<file path="src/rtl/window_pool_binarizer.sv">
// Per-channel sliding-window pooling stage. Each channel keeps the last WIN samples and,
// once the window is full, emits one registered result per accepted sample in one of four
// modes: per-tap binarize, window max, binarized max, or raw taps.
module window_pool_binarizer #(
  parameter int DATA_W = 8,
  parameter int WIN    = 4,
  parameter int NUM_CH = 2
) (
  input  logic                           clk,
  input  logic                           rst,
  input  logic                           clear,
  input  logic                           in_valid,
  input  logic [NUM_CH*DATA_W-1:0]       in_data,
  input  logic [1:0]                     mode,
  input  logic [DATA_W-1:0]              thr,
  output logic                           out_valid,
  output logic [NUM_CH*WIN*DATA_W-1:0]   out_data,
  output logic                           win_full
);

  localparam int CW = $clog2(WIN + 1);
  localparam logic [CW-1:0] WIN_CNT  = CW'(WIN);
  localparam logic [CW-1:0] WIN_LAST = CW'(WIN - 1);

  localparam logic [1:0] MODE_BIN    = 2'd0;
  localparam logic [1:0] MODE_MAX    = 2'd1;
  localparam logic [1:0] MODE_MAXBIN = 2'd2;
  localparam logic [1:0] MODE_RAW    = 2'd3;

  localparam logic [DATA_W-1:0] POS_ONE = DATA_W'(1);
  localparam logic [DATA_W-1:0] NEG_ONE = {DATA_W{1'b1}};

  logic [NUM_CH*WIN*DATA_W-1:0] taps;
  logic [NUM_CH*WIN*DATA_W-1:0] taps_next;
  logic [NUM_CH*WIN*DATA_W-1:0] result;
  logic [CW-1:0]                fill_cnt;
  logic                         fire;
  logic [DATA_W-1:0]            tap_val;
  logic [DATA_W-1:0]            max_val;

  // A sample completes a window when the WIN-1 older taps are already valid.
  assign fire     = in_valid && !clear && (fill_cnt >= WIN_LAST);
  assign win_full = (fill_cnt == WIN_CNT);

  // Shifted window including the sample offered this cycle; also the next tap state.
  always_comb begin
    taps_next = taps;
    for (int c = 0; c < NUM_CH; c++) begin
      for (int i = 0; i < WIN; i++) begin
        if (i < WIN - 1) begin
          taps_next[(c*WIN+i)*DATA_W +: DATA_W] = taps[(c*WIN+i+1)*DATA_W +: DATA_W];
        end else begin
          taps_next[(c*WIN+i)*DATA_W +: DATA_W] = in_data[c*DATA_W +: DATA_W];
        end
      end
    end
  end

  // Mode-dependent window result computed from the post-shift window.
  always_comb begin
    result  = '0;
    tap_val = '0;
    max_val = '0;
    for (int c = 0; c < NUM_CH; c++) begin
      max_val = taps_next[(c*WIN)*DATA_W +: DATA_W];
      for (int i = 1; i < WIN; i++) begin
        tap_val = taps_next[(c*WIN+i)*DATA_W +: DATA_W];
        if ($signed(tap_val) > $signed(max_val)) max_val = tap_val;
      end
      for (int i = 0; i < WIN; i++) begin
        tap_val = taps_next[(c*WIN+i)*DATA_W +: DATA_W];
        case (mode)
          MODE_BIN: begin
            result[(c*WIN+i)*DATA_W +: DATA_W] =
                ($signed(tap_val) > $signed(thr)) ? POS_ONE : NEG_ONE;
          end
          MODE_MAX: begin
            if (i == 0) result[(c*WIN)*DATA_W +: DATA_W] = max_val;
          end
          MODE_MAXBIN: begin
            if (i == 0) begin
              result[(c*WIN)*DATA_W +: DATA_W] =
                  ($signed(max_val) > $signed(thr)) ? POS_ONE : NEG_ONE;
            end
          end
          MODE_RAW: begin
            result[(c*WIN+i)*DATA_W +: DATA_W] = tap_val;
          end
          default: ;
        endcase
      end
    end
  end

  // Window shift, saturating fill count and registered output; clear beats in_valid.
  always_ff @(posedge clk or posedge rst) begin
    if (rst) begin
      taps      <= '0;
      fill_cnt  <= '0;
      out_valid <= 1'b0;
      out_data  <= '0;
    end else if (clear) begin
      taps      <= '0;
      fill_cnt  <= '0;
      out_valid <= 1'b0;
    end else begin
      out_valid <= fire;
      if (in_valid) begin
        taps <= taps_next;
        if (fill_cnt < WIN_CNT) fill_cnt <= fill_cnt + CW'(1);
      end
      if (fire) out_data <= result;
    end
  end

endmodule

</file>
<file path="config.mk">
export PLATFORM = sky130hd
export DESIGN_NAME = window_pool_binarizer
export DESIGN_NICKNAME = d
export VERILOG_FILES = /design/src/rtl/window_pool_binarizer.sv
export SDC_FILE = /design/constraint.sdc
export NUM_CORES = 1
export LEC_CHECK = 0
export BUFFER_PORTS_ARGS = -buffer_cell sky130_fd_sc_hd__buf_2
export CORE_MARGIN = 10
export CORE_UTILIZATION = 41
export CTS_CLUSTER_DIAMETER = 50
export DETAILED_ROUTE_END_ITERATION = 7
export SETUP_SLACK_MARGIN = 0.3
export SLEW_MARGIN = 10
export SYNTH_ARGS = -nofsm -noshare
export SYNTH_HDL_FRONTEND = slang
export SYNTH_SLANG_ARGS = --single-unit
</file>
<file path="constraint.sdc">
create_clock -name clk -period 9.75 [get_ports clk]
set_input_delay 2.925 -clock clk [delete_from_list [all_inputs] [get_ports clk]]
set_output_delay 2.925 -clock clk [all_outputs]
set_load 0.01 [all_outputs]
</file>
Word level (Yosys, flattened, before mapping)

Index checks and enable logic that the tools add are counted.

Flip-flop bits (word level): 132
Input bits: 30

Order comparisons: 18
Bitwise gates (word level): 1
Reductions and logical operators: 8
Equal/unequal tests: 4
Muxes and demuxes: 30
Add/subtract/negate cells: 1

Operators by type and width:

| cell                                                | count |
|---|---|
| greater-than comparator 8 bit                       | 16 |
| two-way mux 64 bit                                  | 2 |
| two-way mux 8 bit                                   | 16 |
| case mux 8 bit (2 select lines)                     | 6 |
| case mux 8 bit (4 select lines)                     | 2 |
| two-way mux 3 bit                                   | 3 |
| equality test 2 bit, second input constant          | 2 |
| AND reduction 2 bit                                 | 2 |
| nonzero test 2 bit                                  | 2 |
| adder 3 x 1 -> 3 bit, second input constant         | 1 |
| equality test 3 bit, second input constant          | 1 |
| >= comparator 3 x 2 -> 1 bit, second input constant | 1 |
| less-than comparator 3 bit, second input constant   | 1 |
| equality test 2 x 1 -> 1 bit, second input constant | 1 |
| logical AND 1 bit                                   | 2 |
| logical NOT 2 bit                                   | 1 |
| logical NOT 1 bit                                   | 1 |
| two-way mux 1 bit                                   | 1 |
| NOT 1 bit                                           | 1 |

Depth between registers and ports, before layout

Depth in word-level cells: 9
Mapped depth: 34
Mapped depth without buffers: 30

Worst setup path after synthesis

No wires, ideal clock.

Path kind: register to register
From: register taps[13]
To: register out_data[1]
Path buffers: 4
Data arrival time: 6.177 ns
Cell stages (with the launch flop): 31
Path slack: 3.507 ns
Setup time: 0.065 ns
Period minus slack after synthesis: 6.243 ns
Path through: dfrtp_1 > inv_1 > ha_1 > a21o_1 > a2111oi_4 > o221ai_2 > o211ai_4 > mux2_2 > inv_1 > ha_1 > a21oi_1 > a21oi_1 > o21ai_0 > buf_2 > mux2i_1 > ha_1 > and4b_1 > o221ai_1 > and3_1 > buf_2 > buf_2 > clkbuf_1 > o21ai_1 > ha_1 > nor2b_1 > o21a_1 > o211ai_1 > a21boi_0 > o2111a_1 > o21ai_1 > o221a_2

Longest elaborated chain between the ends: 9
Elaborated cells between the ends (all ways): 11
Those cells by class: 5 x order compare; 6 x mux

RTL lines:

| what                                | line | text |
|---|---|---|
| from (decl)                         | 33   | `logic [NUM_CH*WIN*DATA_W-1:0] taps;` |
| from (signal assigned)              | 109  | `taps <= taps_next;` |
| greater-than comparator 8 bit       | 68   | `if ($signed(tap_val) > $signed(max_val)) max_val = tap_val;` |
| two-way mux 8 bit                   | 68   |  |
| greater-than comparator 8 bit       | 68   |  |
| two-way mux 8 bit                   | 68   |  |
| greater-than comparator 8 bit       | 68   |  |
| two-way mux 8 bit                   | 68   |  |
| greater-than comparator 8 bit       | 83   | `($signed(max_val) > $signed(thr)) ? POS_ONE : NEG_ONE;` |
| two-way mux 8 bit                   | 83   |  |
| case mux 8 bit (4 select lines) (*) | 72   | `case (mode)` |
| to (signal assigned)                | 112  | `if (fire) out_data <= result;` |
| to (decl)                           | 17   | `output logic [NUM_CH*WIN*DATA_W-1:0] out_data,` |

Mark *: on every way between the ends. The rest lies on a longest branch, timed or not.
A chain may end at the register's enable or synchronous reset.

Worst setup path after layout

From: register taps[13]
To: register out_data[4]

Same word-level chain as after synthesis.

==> results.json <==
{
  "ant_nets": 0,
  "gp_congestion": 0.915,
  "grt_pass1_vias": 8088,
  "powerDensity_nw_per_um2": 202,
  "hp-class": "reg -> reg",
  "dpl.hpwl_mm": 19.7,
  "synth_top_area_cell": "dfrtp_1",
  "cp-end-kind": "register",
  "drv_slew": 0,
  "synth_top_area_frac": 0.318,
  "ys_seq_area_frac": 0.318,
  "drc": 0,
  "power.leakage_nw": 4.87,
  "ir_drop_mv": 0.114,
  "first_pass_iters": 5,
  "ys_async_sr_fraction": 1.00,
  "rrSetupSlack_ns": 2.26,
  "ios": 96,
  "startpoint": "taps[13]",
  "fin_crit_sh": 0.768,
  "cts_setup_buffers": 0,
  "cts.sinks": 116,
  "fin_crit_ns": 7.49,
  "die-width_um": 169,
  "crit_arrival_ns": 7.84,
  "crit_path_frequent_cell": "ha_1",
  "cts.clk_slew.worst_paths_ns": 0.05,
  "synth_edf_count": 0,
  "h-tree-depth": 4,
  "start_kind": "register",
  "r2r-start": "taps[13]",
  "status": "completed",
  "grt_usage": 0.199,
  "cpPeakStageDelay_ns": 0.91,
  "root_buffer": "clkbuf_16",
  "yosys_warnings": 0,
  "dr.first_iter.drc_count": 751,
  "layout_commonest_cell": "ha_1",
  "viasPerCell": 6.04,
  "wl_per_cell_um": 21.1,
  "regToRegEndpoint": "out_data[4]",
  "syn_area_per_cell_um2": 9.13,
  "start_util": 0.418,
  "crit_family": "compound AO/OA/AOI/OAI gates",
  "dr_total_vias": 8248,
  "cts_tree": "done",
  "grt_start_max_net_pins": 102,
  "drive_above_1_share": 0.143,
  "area_growth_pct": 14.1,
  "fmax_mhz": 134,
  "synth_ff_type": "dfrtp_1",
  "synth_cells": 1001,
  "synth_cell_type_count": 53,
  "synth_area_leaders": "dfrtp_1, ha_1, mux2i_1",
  "numCtsBuffers": 17,
  "required_ns": 10.10,
  "critPathBufInv": 2,
  "maxCapViolations": 0,
  "antenna_found_initial": 0,
  "num_rows": 54,
  "total_power_w": 0.00210,
  "antenna_cells": 0,
  "chipHeight_um": 169,
  "critical_path_depth": 27,
  "dieArea_um2": 28700,
  "worst_pin_slew_ns": 1.17,
  "dpl_cell_area_um2": 9830,
  "clock_skew_ns": 0.00632,
  "reg2reg_depth": 27,
  "grt_pass1_wl_mm": 46.2,
  "synth.cell_area_um2": 9140,
  "finalSetupViolCount": 0,
  "synth_fp_nets": 1167,
  "cp_slowest_cell": "o21ai_1",
  "final.fill_count": 2127,
  "num-nets-final": 1238,
  "hold_buffers": 0,
  "cts_resized": 0,
  "synth_seq_cells": 116,
  "clockBufferDepth": 2,
  "path_max_fanout": 26,
  "hold_viol": 0,
  "worstSetupEndpoint": "out_data[4]",
  "overflow": 0,
  "final.setup.tns_ns": 0,
  "fin_area_um2": 10400,
  "final_cell_mix": "ha_1, dfrtp_1, buf_2",
  "io_buffers": 95,
  "fp.coreArea_um2": 21900,
  "worstSetupPathType": "reg -> reg",
  "clk_latency_ns": 0.42,
  "relSlewSlack": 0.212,
  "rsz0062_at_grt": "false",
  "wl_mm": 28.8
}
[report_power, final]
group          switching (W)  internal [W]
clock               0.000232      0.000413
sequential         0.0000891      0.000611
combinational       0.000424      0.000334
total               0.000745       0.00136
[cells by family (layout without fill, tap and decap cells)]
logic type,after synthesis,after routing,synth area share
simple gates,256,256,0.134
buf+inv,111,195,0.0464
fa+ha+maj,136,136,0.186
xor+xnor,1,1,0.000958
compound gates,308,308,0.234
mux,73,73,0.0810
flops,116,116,0.318
[sequential cells by signal (all words and copies together), names as in the netlist]
signal / cells
fill_cnt: 3
out_data: 64
out_valid: 1
taps: 48
[worst reg2reg max path, stage by stage, from the launching register on]
cell	delay (ns)
dfrtp_1	0.42
inv_1	0.06
ha_1	0.31
a21o_1	0.19
a2111oi_4	0.39
o221ai_2	0.18
o211ai_4	0.18
mux2_2	0.42
inv_1	0.07
ha_1	0.24
a21oi_1	0.16
a21oi_1	0.08
o21ai_1	0.91
mux2i_1	0.26
ha_1	0.38
nand2_1	0.06
and4b_1	0.18
o221ai_1	0.06
and3_1	0.75
o21ai_1	0.18
ha_1	0.32
nor2b_1	0.14
o21a_1	0.17
o211ai_1	0.15
a21boi_0	0.10
o2111a_1	0.24
o21ai_1	0.52
o221a_2	0.32
[stage by stage]
step | util | worst slack (ns) | cells | hold WS, ns
floorplan | - | 3.51 | 1001 | 0.517
global placement | 0.449 | 2.46 | 1333 | 0.470
detailed placement | 0.449 | 2.34 | 1333 | 0.468
CTS | 0.476 | 2.30 | 1365 | 0.484
global route | 0.476 | 1.74 | 1365 | 0.523
finish | 0.476 | 2.26 | 1365 | 0.486
[synth_stat cells (all sizes together) (2+ instances only)]
cell,instances
ha,136
dfrtp,116
nor2,81
a21oi,73
mux2i,65
nand2,64
inv,60
o21ai,58
nand3,40
clkbuf,36
o211ai,36
a41oi,29
o21a,25
nor2b,24
nand4,17
buf,15
a21o,11
a31oi,10
and3,9
a211oi,8
mux2,8
a221o,7
a311oi,7
a32o,7
o221a,7
o31ai,7
a2111oi,6
and4,5
o22ai,4
nand2b,3
nor3,3
o221ai,3
a21boi,2
a221oi,2
and4b,2
nand3b,2
nor4b,2
nor4bb,2
[layer usage]
| metal | track usage | share of wire | up-vias | wire length [um] |
|---|---|---|---|---|
| met3 | 0.0371 | 0.057 | 26 | 1650 |
| li1 | - | - | 3931 | - |
| met4 | 0.0570 | 0.015 | 0 | 431 |
| met1 | 0.277 | 0.47 | 4049 | 13700 |
| met5 | 0 | 0 | - | 0 |
| met2 | 0.309 | 0.45 | 242 | 13000 |
[area by class of cell]
class / count / area, um2 / area share
timing repair buffer: 103 / 536 / 0.0513
multi-input combinational: 774 / 5820 / 0.558
inverter: 60 / 228 / 0.0218
clock inverter: 10 / 130 / 0.0125
sequential: 116 / 2900 / 0.278
clock buffer: 22 / 464 / 0.0445
tap: 280 / 350 / 0.0336
[worst min-delay path by stage]
stage          cells after the start  slack, ns         start           end
2_1_floorplan                      2       0.52  out_data[16]  out_data[16]
3_3_place_gp                       2       0.47  out_data[56]  out_data[56]
3_5_place_dp                       2       0.47  out_data[56]  out_data[56]
4_1_cts                            2       0.48  out_data[56]  out_data[56]
5_1_grt                            2       0.52  out_data[16]  out_data[16]
6_report                           2       0.49  out_data[56]  out_data[56]
(Power assumes the default switching activity.)
